<file path="config.mk">
export PLATFORM = sky130hd
export DESIGN_NAME = mem_port_seq
export DESIGN_NICKNAME = d
export VERILOG_FILES = /design/src/rtl/mem_port_seq.sv
export SDC_FILE = /design/constraint.sdc
export NUM_CORES = 1
export LEC_CHECK = 0
export CAP_MARGIN = 40
export CORE_MARGIN = 3
export CORE_UTILIZATION = 25
export CTS_CLUSTER_DIAMETER = 30
export CTS_CLUSTER_SIZE = 40
export DETAILED_ROUTE_END_ITERATION = 8
export GPL_TIMING_DRIVEN = 1
export PLACE_DENSITY = 0.57
export SYNTH_ARGS = -nofsm -noshare
export SYNTH_HDL_FRONTEND = slang
export SYNTH_SLANG_ARGS = --single-unit
export TNS_END_PERCENT = 50
</file>
<file path="constraint.sdc">
create_clock -name clka -period 1.7 [get_ports clka]
set_clock_uncertainty 0.15 [all_clocks]
set_input_delay 0.34 -clock clka [delete_from_list [all_inputs] [get_ports clka]]
set_output_delay 0.34 -clock clka [all_outputs]
set_load 0.1 [all_outputs]
</file>
<file path="src/rtl/mem_port_seq.sv">
// Request sequencer in front of a 1K x 16 single-port block RAM with registered outputs.
// Optional whole-memory zero-fill sweep is compiled in when MEMSEQ_CLEAR_EN is defined.
module mem_port_seq #(
    parameter int ADDR_W = 10,
    parameter int DATA_W = 16
) (
    input  logic              clka,
    input  logic              rsta_n,
    input  logic              req_valid,
    output logic              req_ready,
    input  logic              req_we,
    input  logic [ADDR_W-1:0] req_addr,
    input  logic [DATA_W-1:0] req_wdata,
    output logic              rsp_valid,
    output logic [DATA_W-1:0] rsp_rdata,
    input  logic              clear_start,
    output logic              clear_done,
    output logic              mem_wea,
    output logic [ADDR_W-1:0] mem_addra,
    output logic [DATA_W-1:0] mem_dina,
    input  logic [DATA_W-1:0] mem_douta
);

    logic              req_ready_q, req_ready_d;
    logic              rsp_valid_q, rsp_valid_d;
    logic [DATA_W-1:0] rsp_rdata_q, rsp_rdata_d;
    logic              clear_done_q, clear_done_d;
    logic              mem_wea_q, mem_wea_d;
    logic [ADDR_W-1:0] mem_addra_q, mem_addra_d;
    logic [DATA_W-1:0] mem_dina_q, mem_dina_d;
    // Bit 0: read issued last edge; bit 1: memory has produced its data.
    logic [1:0]        rd_tag_q, rd_tag_d;
    logic              accept;

`ifdef MEMSEQ_CLEAR_EN
    typedef enum logic [0:0] {
        IDLE  = 1'b0,
        CLEAR = 1'b1
    } state_t;

    state_t            state_q, state_d;
    logic [ADDR_W-1:0] clr_cnt_q, clr_cnt_d;
`else
    logic              unused_clear_start;
    assign unused_clear_start = clear_start;
`endif

    assign accept = req_valid && req_ready_q;

    always_comb begin
        mem_wea_d    = 1'b0;
        mem_addra_d  = mem_addra_q;
        mem_dina_d   = mem_dina_q;
        clear_done_d = 1'b0;
        rd_tag_d     = {rd_tag_q[0], 1'b0};
        rsp_valid_d  = rd_tag_q[1];
        rsp_rdata_d  = rd_tag_q[1] ? mem_douta : rsp_rdata_q;

        if (accept) begin
            mem_wea_d   = req_we;
            mem_addra_d = req_addr;
            rd_tag_d[0] = ~req_we;
            if (req_we) begin
                mem_dina_d = req_wdata;
            end
        end

`ifdef MEMSEQ_CLEAR_EN
        state_d   = state_q;
        clr_cnt_d = clr_cnt_q;
        case (state_q)
            IDLE: begin
                // A request accepted on this same edge has already been issued above.
                if (clear_start) begin
                    state_d   = CLEAR;
                    clr_cnt_d = '0;
                end
            end
            CLEAR: begin
                mem_wea_d   = 1'b1;
                mem_addra_d = clr_cnt_q;
                mem_dina_d  = '0;
                if (clr_cnt_q == {ADDR_W{1'b1}}) begin
                    clear_done_d = 1'b1;
                    state_d      = IDLE;
                    clr_cnt_d    = '0;
                end else begin
                    clr_cnt_d = clr_cnt_q + 1'b1;
                end
            end
            default: begin
                state_d   = IDLE;
                clr_cnt_d = '0;
            end
        endcase
        req_ready_d = (state_d == IDLE);
`else
        req_ready_d = 1'b1;
`endif
    end

    always_ff @(posedge clka or negedge rsta_n) begin
        if (!rsta_n) begin
            req_ready_q  <= 1'b0;
            rsp_valid_q  <= 1'b0;
            rsp_rdata_q  <= '0;
            clear_done_q <= 1'b0;
            mem_wea_q    <= 1'b0;
            mem_addra_q  <= '0;
            mem_dina_q   <= '0;
            rd_tag_q     <= '0;
`ifdef MEMSEQ_CLEAR_EN
            state_q      <= IDLE;
            clr_cnt_q    <= '0;
`endif
        end else begin
            req_ready_q  <= req_ready_d;
            rsp_valid_q  <= rsp_valid_d;
            rsp_rdata_q  <= rsp_rdata_d;
            clear_done_q <= clear_done_d;
            mem_wea_q    <= mem_wea_d;
            mem_addra_q  <= mem_addra_d;
            mem_dina_q   <= mem_dina_d;
            rd_tag_q     <= rd_tag_d;
`ifdef MEMSEQ_CLEAR_EN
            state_q      <= state_d;
            clr_cnt_q    <= clr_cnt_d;
`endif
        end
    end

    assign req_ready  = req_ready_q;
    assign rsp_valid  = rsp_valid_q;
    assign rsp_rdata  = rsp_rdata_q;
    assign clear_done = clear_done_q;
    assign mem_wea    = mem_wea_q;
    assign mem_addra  = mem_addra_q;
    assign mem_dina   = mem_dina_q;

endmodule
</file>
-- Yosys cells after proc, flatten, opt, wreduce, memory -nomap -nowiden
Index checks and enable logic that the tools add are counted.
- logic and storage cells: 12
- output and inout port bits: 46
- bits in registers: 47
- muxes and demuxes: 2
- bitwise operators: 1
- reduce and logical (&&, ||, !) cells: 2
- operators by type and width (cell ; number):
    $mux W1 ; 2
    $reduce_and A2 Y1 ; 1
    $logic_and A1 B1 Y1 ; 1
    $not A1 Y1 ; 1

-- Longest topological paths before layout
- depth in word-level cells: 2
- depth in mapped cells: 3

-- Worst setup path after synthesis
OpenSTA, ideal clock, no wires.
- path type: flip-flop to flip-flop
- start: register req_ready_q (netlist: req_ready)
- end: register mem_dina_q[10] (netlist: mem_dina[10])
- cell stages (with the launch flop): 4
- arrival time: 1706 ps
- path slack: -281 ps
- buffers on the path: 1
- setup time: 125 ps
- cell sequence: dfrtp_1 -> nand3_4 -> buf_6 -> mux2_4
- cells in the longest elaborated chain, start to end: 2
- RTL lines (what ; RTL line ; source):
    start: declaration ; 24 ; logic req_ready_q, req_ready_d;
    start signal: assignment ; 117 ; req_ready_q <= req_ready_d;
    $logic_and A1 B1 Y1 ; 48 ; assign accept = req_valid && req_ready_q;
    $reduce_and A2 Y1 (no line) ; n/a ;
    end signal: assignment ; 123 ; mem_dina_q <= mem_dina_d;
    end: declaration ; 30 ; logic [DATA_W-1:0] mem_dina_q, mem_dina_d;
No other way between the ends.
A chain may end at the register's enable or synchronous reset.

-- Worst setup path in the final report
- start: register req_ready_q (netlist: req_ready)
- end: output req_ready
- RTL lines (what ; RTL line ; source):
    end: declaration ; 10 ; output logic req_ready,
No word-level cell between the ends.

==> impl_results.md <==
* CTS clock-pin slew for the worst setup and hold paths at approximately 0.090 ns
* Library cells used by synthesis at 11
* H-tree Lvls at 2
* Grt ovf at 0
* Pwr dens at roughly 1400 nW/µm²
* Final worst-path setup slack at around 0.28 ns
* Crit-path cells: buf_12
* Syn nets at approximately 150
* Worst path bufs/invs at 1
* DRT Pass-1 Iters at 4
* Vias in the first global route at 1348
* Worst stage delay on the critical path at between 0.4 and 0.5 ns
* Setup violators final at 0
* Num rows at 29
* Placed wire-length estimate at 3370 µm
* Worst reg2reg path startpoint: req_ready$_DFF_PN0_
* Worst-path maximum fanout at 3
* Die area at between 8000 and 9000 µm²
* P_leak at about 1.5 nW
* CTS tree: yes
* Hold crit path type: reg -> reg
* Area growth from synthesis to layout at 92.2%
* Fin crit period at between 1 and 1.5 ns
* Status: finished, final reports clean
* CP Data Required Time at approximately 1.2 ns
* Synth Area in Compound Gates at 0%
* RSZ-0062 raised after global routing: no
* Delay-heaviest family, CP: flip-flops
* Filler cell count at between 500 and 600
* Routed WL per cell at roughly 14 µm
* Setup crit start: req_ready$_DFF_PN0_
* Post-CTS Setup Bufs at 0
* DR DRC count at 0
* ANT cells at 0
* Via/cell ratio at ~4
* Synthesis-stage register bit count at between 40 and 50
* Ports at slightly above 90
* Max IR drop VDD at 0.655 mV
* Multiplexer share of the synthesized area at ~29%
* RR Endpoint: mem_addra[7]$_DFFE_PN0P_
* Mapped Avg Cell Area at between 15 and 20 µm²
* Setup TNS at 0 ns
* Ys Warns at 0
* Initial core utilization at 26.8%
* Startpoint types: register
* Final hold violation count at 0
* First-pass GRT wire length at about 6800 µm
* Max cap viols at 0
* Post-synth top area cell: dfrtp_1
* Hold Path Stages at 0
* CTS Buffer Depth at 2
* TritonCTS Buffers at 5
* Largest family of logic cells by synthesized area: multiplexers
* Pre-CTS WS at -0.0319 ns
* Final Max Slew Viols at 0
* Area share of fa/ha/maj cells after synthesis at 0%
* Die width at 89.9 µm
* DR vias at approximately 1200
* Initial antenna violation count at 0
* Commonest cells after routing, fill and taps aside: buf_12, dfrtp_1, clkdlybuf4s50_1
* IO Port Bufs at 90
* Hold Crit Endpoint: rd_tag_q[1]$_DFF_PN0_
* Commonest non-fill, non-tap cell in the layout: buf_12
* R2R depth at 3
* Reg-to-reg slack, setup at between 0.3 and 0.4 ns
* CTS Sinks at 47
* Seq/Total Area, Yosys at roughly two thirds
* Layout cells sized above 1 at 51.3%
* Gate Count Post-Synth at 100
* Largest net degree at the start of global routing at 31
* Root Driver: clkbuf_8
* Antenna-violating nets left at 0
* Simple-Gate Fraction of Synth Area at approximately 1.4%
* Top post-synthesis cells by area: dfrtp_1, mux2_2, mux2_4, buf_4, nand3_4
* Top-area cell type share of the netlist area at about 67%
* Final WL at 4120 µm
* Fmax at between 700 and 800 MHz
* CP Data Arrival Time at between 0.9 and 1 ns
* GRT Total Usage at 10.6%
* CP endpoint kind: output pin
* Post-Synth XOR/XNOR Area at 0%
* DRT iter0 DRCs at 24
* CP max-delay cell: dfrtp_2
* Die H at roughly 90 µm
* Core area at approximately 6600 µm²
* Nets@finish at roughly 250
* Netlist Area Pre-Place at around 1800 µm²
* Core Util, Final at between 50% and 60%
* Fin crit share at around 84%
* Clock Latency Late Sink at just under 0.3 ns
* Hold Startpoint: rd_tag_q[0]$_DFF_PN0_
* RD Place Congestion at between 0.6 and 0.7
* WS Path Type: reg -> out
-- worst max path at each step --
stage	endpoint	slack, ns	depth (start not counted)
floorplan	mem_dina[10]$_DFFE_PN0P_	0.05	3
global placement	mem_addra[3]$_DFFE_PN0P_	0.001	4
detailed placement	mem_addra[7]$_DFFE_PN0P_	-0.03	4
CTS	req_ready	0.25	1
global route	req_ready	0.23	1
finish	req_ready	0.28	1
-- final cells by class --
class / instances / area [µm²] / share of cell area, %
flip-flops and latches: 47 / 1180 / 34.9
clock inverters: 2 / 37.5 / 1.11
repair buffers: 96 / 1430 / 42.4
inverters: 1 / 3.75 / 0.111
multi-input cells: 47 / 539 / 16.0
well taps: 93 / 116 / 3.44
clock buffers: 6 / 72.6 / 2.15
-- cells in the mapped netlist, drive strengths merged --
cell type   n
buf         5
conb        2
dfrtp      47
inv         1
mux2       42
nand2       1
nand3       1
nor2        1
-- what timing repair did --
item / in CTS / in global routing
hold buffers: 1 / 0
resized for setup: 0 / 0
endpoints found under the hold margin: 17 / 0
-- cells by family after synthesis --
logic type,Yosys count
buffers and inverters,6
DFF,47
muxes,42
other,2
and+or+nand+nor,3
-- per-layer routing --
metal  global-route usage [%]  up-vias  wire, µm
met5                        0        -         0
met4                     2.68        0         8
met3                     6.51        2       510
met2                     18.0       59      2110
met1                     11.0      574      1500
li1                         -      532         -
-- stage by stage --
stage / cells / cell area (µm²) / total power (W) / hold slack (ns)
finish: 292 / 3380 / 0.00485 / 0.210
global route: 292 / 3380 / 0.00502 / 0.226
CTS: 292 / 3380 / 0.00492 / 0.213
detailed placement: 283 / 3260 / 0.00409 / 0.158
global placement: 283 / 3260 / 0.00406 / 0.143
floorplan: 100 / 1760 / 0.00299 / -0.106
-- power by group --
group / internal [W] / switching, W / total (W)
logic: 0.000968 / 0.00158 / 0.00255
clock network: 0.000439 / 0.000358 / 0.000797
registers: 0.00130 / 0.000200 / 0.00150
total: 0.00271 / 0.00214 / 0.00485
-- flip-flops by register name, indices dropped and copies added, names as in the netlist --
register,flops
mem_wea,1
req_ready,1
mem_addra,10
rsp_rdata,16
rd_tag_q,2
mem_dina,16
rsp_valid,1
(Power assumes the default switching activity.)
